File: config.mk
export PLATFORM = sky130hd
export DESIGN_NAME = alarm_sequencer
export DESIGN_NICKNAME = d
export VERILOG_FILES = /design/src/rtl/alarm_pkg.sv /design/src/rtl/alarm_sequencer_tone_gen.sv /design/src/rtl/alarm_sequencer.sv
export SDC_FILE = /design/constraint.sdc
export NUM_CORES = 1
export LEC_CHECK = 0
export CAP_MARGIN = 40
export CORE_MARGIN = 2
export CORE_UTILIZATION = 30
export CTS_CLUSTER_SIZE = 25
export DETAILED_ROUTE_END_ITERATION = 8
export PLACE_DENSITY = 0.56
export SYNTH_ARGS = -nofsm -noshare
export SYNTH_HDL_FRONTEND = slang
export SYNTH_SLANG_ARGS = --single-unit
File: constraint.sdc
create_clock -name clk -period 4.6 [get_ports clk]
set_input_delay 0.69 -clock clk [delete_from_list [all_inputs] [get_ports clk]]
set_output_delay 0.69 -clock clk [all_outputs]
set_load 0.02 [all_outputs]
File: src/rtl/alarm_pkg.sv
// Shared types and sizing helpers for the alarm sequencer and its tone generator.
package alarm_pkg;

    typedef enum logic [1:0] {
        IDLE  = 2'd0,
        BEEP  = 2'd1,
        GAP   = 2'd2,
        PAUSE = 2'd3
    } state_e;

    // Width needed to hold an index in 0..n-1, never narrower than one bit.
    function automatic int idx_width(input int n);
        return (n > 1) ? $clog2(n) : 1;
    endfunction

    function automatic int max4(input int a, input int b, input int c, input int d);
        int m;
        m = a;
        if (b > m) m = b;
        if (c > m) m = c;
        if (d > m) m = d;
        return m;
    endfunction

endpackage

File: src/rtl/alarm_sequencer_tone_gen.sv
// Square-wave toggler: TONE_DIV cycles per half-period while run_i is high,
// restarted high on restart_i; tone_d_o is the value the tone takes at the next edge.
module tone_gen #(
    parameter int TONE_DIV = 25000
) (
    input  logic clk,
    input  logic rst_n,
    input  logic clear_i,
    input  logic restart_i,
    input  logic run_i,
    output logic tone_d_o
);

    localparam int CW = $clog2(TONE_DIV + 1);

    logic [CW-1:0] cnt_q, cnt_d;
    logic          tone_q;

    // NOTE: every output of this block gets a default first so no latch is inferred.
    always_comb begin
        cnt_d    = cnt_q;
        tone_d_o = tone_q;
        if (clear_i) begin
            cnt_d    = '0;
            tone_d_o = 1'b0;
        end else if (restart_i) begin
            cnt_d    = '0;
            tone_d_o = 1'b1;
        end else if (run_i) begin
            if (cnt_q == CW'(TONE_DIV - 1)) begin
                cnt_d    = '0;
                tone_d_o = ~tone_q;
            end else begin
                cnt_d = cnt_q + CW'(1);
            end
        end
    end

    // NOTE: state registers use non-blocking assignments only.
    always_ff @(posedge clk or negedge rst_n) begin
        if (!rst_n) begin
            cnt_q  <= '0;
            tone_q <= 1'b0;
        end else begin
            cnt_q  <= cnt_d;
            tone_q <= tone_d_o;
        end
    end

endmodule

File: src/rtl/alarm_sequencer.sv
// Latches zero-entry events from the packed counter bus and plays each pending
// alarm, lowest index first, as (index+1) tone bursts on a single buzzer.
module alarm_sequencer
    import alarm_pkg::*;
#(
    parameter int N         = 10,
    parameter int W         = 4,
    parameter int TONE_DIV  = 25000,
    parameter int BEEP_LEN  = 5000000,
    parameter int GAP_LEN   = 5000000,
    parameter int PAUSE_LEN = 15000000
) (
    input  logic                    clk,
    input  logic                    rst,
    input  logic                    enable,
    input  logic                    clear,
    input  logic [N*W-1:0]          status,
    output logic                    buzzer_pin,
    output logic                    active,
    output logic [idx_width(N)-1:0] cur_index,
    output logic [N-1:0]            pending
);

    localparam int IW    = idx_width(N);
    localparam int BW    = $clog2(N + 1);
    localparam int DUR_W = $clog2(max4(BEEP_LEN, GAP_LEN, PAUSE_LEN, TONE_DIV) + 1);

    state_e           state_q;
    logic [DUR_W-1:0] dur_q, dur_inc;
    logic [BW-1:0]    burst_q;
    logic [IW-1:0]    cur_index_q, low_idx;
    logic [N*W-1:0]   prev_q;
    logic [N-1:0]     pending_q, events, svc_mask;
    logic             active_q, buzzer_q, tone_d;
    logic             take, beep_done, gap_done, pause_done, enter_beep, beep_next, last_burst;

    always_comb begin
        events = '0;
        for (int k = 0; k < N; k++) begin
            events[k] = enable && (prev_q[k*W +: W] != '0) && (status[k*W +: W] == '0);
        end
    end

    always_comb begin
        low_idx = '0;
        for (int k = N - 1; k >= 0; k--) begin
            if (pending_q[k]) low_idx = IW'(k);
        end
    end

    assign take       = (state_q == IDLE) && (pending_q != '0);
    assign svc_mask   = take ? (N'(1) << low_idx) : '0;
    assign beep_done  = (state_q == BEEP)  && (dur_q == DUR_W'(BEEP_LEN - 1));
    assign gap_done   = (state_q == GAP)   && (dur_q == DUR_W'(GAP_LEN - 1));
    assign pause_done = (state_q == PAUSE) && (dur_q == DUR_W'(PAUSE_LEN - 1));
    assign enter_beep = take || gap_done;
    assign beep_next  = enter_beep || ((state_q == BEEP) && !beep_done);
    assign last_burst = (burst_q == BW'(cur_index_q) + BW'(1));
    assign dur_inc    = (dur_q == {DUR_W{1'b1}}) ? dur_q : dur_q + DUR_W'(1);

    // A new event on the bit being taken for service wins, so a re-wrap is never lost.
    always_ff @(posedge clk or negedge rst) begin
        if (!rst) begin
            prev_q    <= '0;
            pending_q <= '0;
        end else begin
            prev_q <= status;
            if (clear) pending_q <= '0;
            else       pending_q <= (pending_q & ~svc_mask) | events;
        end
    end

    tone_gen #(
        .TONE_DIV (TONE_DIV)
    ) u_tone (
        .clk       (clk),
        .rst_n     (rst),
        .clear_i   (clear),
        .restart_i (enter_beep),
        .run_i     (state_q == BEEP),
        .tone_d_o  (tone_d)
    );

    always_ff @(posedge clk or negedge rst) begin
        if (!rst) begin
            state_q     <= IDLE;
            dur_q       <= '0;
            burst_q     <= '0;
            cur_index_q <= '0;
            active_q    <= 1'b0;
            buzzer_q    <= 1'b0;
        end else if (clear) begin
            state_q  <= IDLE;
            dur_q    <= '0;
            burst_q  <= '0;
            active_q <= 1'b0;
            buzzer_q <= 1'b0;
        end else begin
            buzzer_q <= tone_d && beep_next;
            unique case (state_q)
                IDLE: begin
                    if (take) begin
                        state_q     <= BEEP;
                        cur_index_q <= low_idx;
                        burst_q     <= BW'(1);
                        dur_q       <= '0;
                        active_q    <= 1'b1;
                    end
                end
                BEEP: begin
                    if (beep_done) begin
                        dur_q   <= '0;
                        state_q <= last_burst ? PAUSE : GAP;
                    end else begin
                        dur_q <= dur_inc;
                    end
                end
                GAP: begin
                    if (gap_done) begin
                        dur_q   <= '0;
                        state_q <= BEEP;
                        burst_q <= (burst_q == BW'(N)) ? burst_q : burst_q + BW'(1);
                    end else begin
                        dur_q <= dur_inc;
                    end
                end
                PAUSE: begin
                    if (pause_done) begin
                        dur_q    <= '0;
                        state_q  <= IDLE;
                        active_q <= 1'b0;
                    end else begin
                        dur_q <= dur_inc;
                    end
                end
            endcase
        end
    end

    assign buzzer_pin = buzzer_q;
    assign active     = active_q;
    assign cur_index  = cur_index_q;
    assign pending    = pending_q;

endmodule
==> impl_metrics.toml <==
[layout]
fill_cells = 1563
n_antenna_cell = 0
multi_input_area_mm2 = 0.00212
regArea_mm2 = 0.00255
nets = 598
fin_util = 0.377
drive_above_1_share = 0.0542
area_growth_pct = 23.4
final_cell_count_no_fill = 770

[sta]
final-hold-violation-count = 0
period_share = 0.650
finalSetupViolations = 0
fin_crit_ps = 2990
fin_tns_setup_ps = 0
relSlewSlack = 0.378
max_freq_ghz = 0.334
worst_slew_pin_slew_ps = 928
slew_viol_final = 0
rsz0062_at_grt = "no"
fin_ws_ps = 1610
clock_skew_ps = 7.45

[clocking]
ctsResizeCount = 0
clock_path_buffers = 2
cts_tree = "built"
cts.sinks = 102
cts-hold-fix-buffers = 0
htree_levels = 3
clk_latency_ps = 350
clk_pin_slew_ps = 70
post_cts_buffers = 0
numCtsBuffers = 9
cts_root_buffer = "clkbuf_16"

[power_and_ir_drop]
ir_worst_vdd_mv = 0.165
power_leakage_nw = 2.39
cellPowerDensity_mw_per_mm2 = 336

[synth]
synth-async-reset-ratio = 1.00
synth.net_count = 540
synthMuxAreaShare = 0.00675
ys_ff_latch = 102
synth_top_family_by_area = "simple AND/OR/NAND/NOR gates"
yosys.area_share.adder = 0.0130
synth.top_cell.area_share = 0.530
yosysWarningCount = 0
synth_simple_gate_area_share = 0.242
netlist_area_mm2 = 0.00482
seq_area_frac_synth = 0.530
synth_cell_types = 54
synth_xor_area_frac = 0.0309
netlist.top_cell.by_area = "dfrtp_1"
synthTopCellsByArea = "dfrtp_1 (53%), a21oi_1 (4.3%), nand3_1 (3.3%), nand2_1 (3.1%), nor2_1 (3.0%)"
syn_inst = 491
avgSynthCellArea_um2 = 9.81
synth-main-ff-cell = "dfrtp_1"
synth_edf_count = 0
synth_compound_area_frac = 0.147

[placed_design]
dpl.hpwl_mm = 8.21
gp_congestion = 0.840
dp.cells = 754
place_ws_ps = 1660
io_buffers = 59

[floorplan]
fp-row-count = 46
core_mm2 = 0.0158
io_pins = 60
start_util = 0.305
die_height_um = 131
die_w_um = 131
die_area_mm2 = 0.0171

[setup_path]
crit_type = "register to register"
cp_data_required_time_ps = 4830
cp.arrival_ps = 3220
worstSetupEndpointType = "register"
r2r-start = "dur_q[16]"
cp-start-kind = "register"
startpoint = "dur_q[16]"
worstPathMaxFanout = 24

[routing]
via_count = 4000
ant_nets = 0
drc = 0
vias_per_cell = 5.19
first_pass_iters = 4
routed_wl_mm = 11.5
wl_per_cell_um = 14.9
drt-initial-drc-count = 190

[global_routing]
grt_pass1_vias = 4073
grt_usage = 0.147
grt_pass1_wl_mm = 19.7
grt_antenna_before_repair = 0
grt_overflow = 0
grt_max_degree = 65

[hold_path]
min_path_type = "input port to asynchronous set/reset pin"

[outcome]
outcome = "completed"

[job]
cap_violations = 0
-- sequential cells by signal, indices dropped and copies added, names as in the netlist --
register,count
state_q,2
prev_q,40
cur_index,4
burst_q,4
buzzer_pin,1
u_tone.cnt_q,15
u_tone.tone_q,1
pending,10
active,1
dur_q,24
-- through the flow --
stage                     area, um2  hold slack [ps]  power [mW]
final                          5940              336        2.00
after global placement         5630              501        1.28
after global routing           5940              350        2.11
after floorplan                4820              394        1.15
after detailed placement       5660              505        1.29
after CTS                      5940              342        2.03
-- report_power, final --
| group | switching, mW | total (mW) | leakage (nW) | internal [mW] |
|---|---|---|---|---|
| Clock | 0.352 | 0.726 | 0.134 | 0.374 |
| Sequential | 0.0413 | 0.983 | 1.32 | 0.941 |
| Combinational | 0.162 | 0.291 | 0.936 | 0.129 |
| Total | 0.555 | 2.00 | 2.39 | 1.44 |
-- routing by layer --
metal,vias to the layer above,share of wire,track usage
met5,-,0,0
met4,0,0.011,0.0557
met3,8,0.061,0.0415
met2,110,0.47,0.231
li1,1939,-,-
met1,1943,0.46,0.194
-- cells in the final DEF, fill, tap and decap left out, drive strengths merged, types with 3 or more instances in the layout --
master and count:
a21oi 41, nand2 40, nor4 17, nor3b 4, o21ai 21, xnor2 7, nand4 16, o31ai 3
or4 10, and2 5, inv 17, nand3b 3, nor3 13, nor4bb 3, buf 8, clkinv 4
a31oi 21, xor2 10, nor2 40, a41oi 6, or3 3, clkbuf 9, and3 11, and4 5
a21o 3, nand3 32, ha 5, dfrtp 102, nand2b 4, clkdlybuf4s50 58
-- logic make-up after synthesis --
logic type,after synthesis
compound gates,115
xor+xnor,17
fa+ha+maj,5
buf+inv,35
flops,102
mux,3
simple gates,214
-- synthesized netlist by cell type (11+ instances only) --
library cell and count:
dfrtp_1 102, a31oi_1 21, nand3_1 32, nor4_1 16, nor3_1 13, inv_1 15
nor2_1 39, a21oi_1 41, nand2_1 40, and3_1 11, nand4_1 16, o21ai_0 21
-- area by class of cell --
| type | instances | share of cell area |
|---|---|---|
| clock inverter | 7 | 0.00968 |
| tap | 216 | 0.0455 |
| multi-input combinational | 354 | 0.356 |
| clock buffer | 9 | 0.0379 |
| sequential | 102 | 0.429 |
| inverter | 16 | 0.0101 |
| timing repair buffer | 66 | 0.111 |
-- path summary, 6_finish.rpt --
kind / endpoint / slack (ps) / depth (start not counted)
setup / recovery: dur_q[9] / 1610 / 7
hold / removal: u_tone.cnt_q[13] / 340 / 2
setup reg to reg: dur_q[9] / 1610 / 7
hold reg to reg: dur_q[0] / 520 / 1
max in group asynchronous: prev_q[6] / 3490 / 3
min in group clk: dur_q[0] / 520 / 1
-- worst max-delay path: stages (launching register included) --
cell and delay (ps):
dfrtp_1 440, or4b_4 570, nor4_4 420, a22oi_1 170, o21a_1 490, buf_4 350
and3_1 190, a221o_1 250
Power figures use the tool's default switching activity.
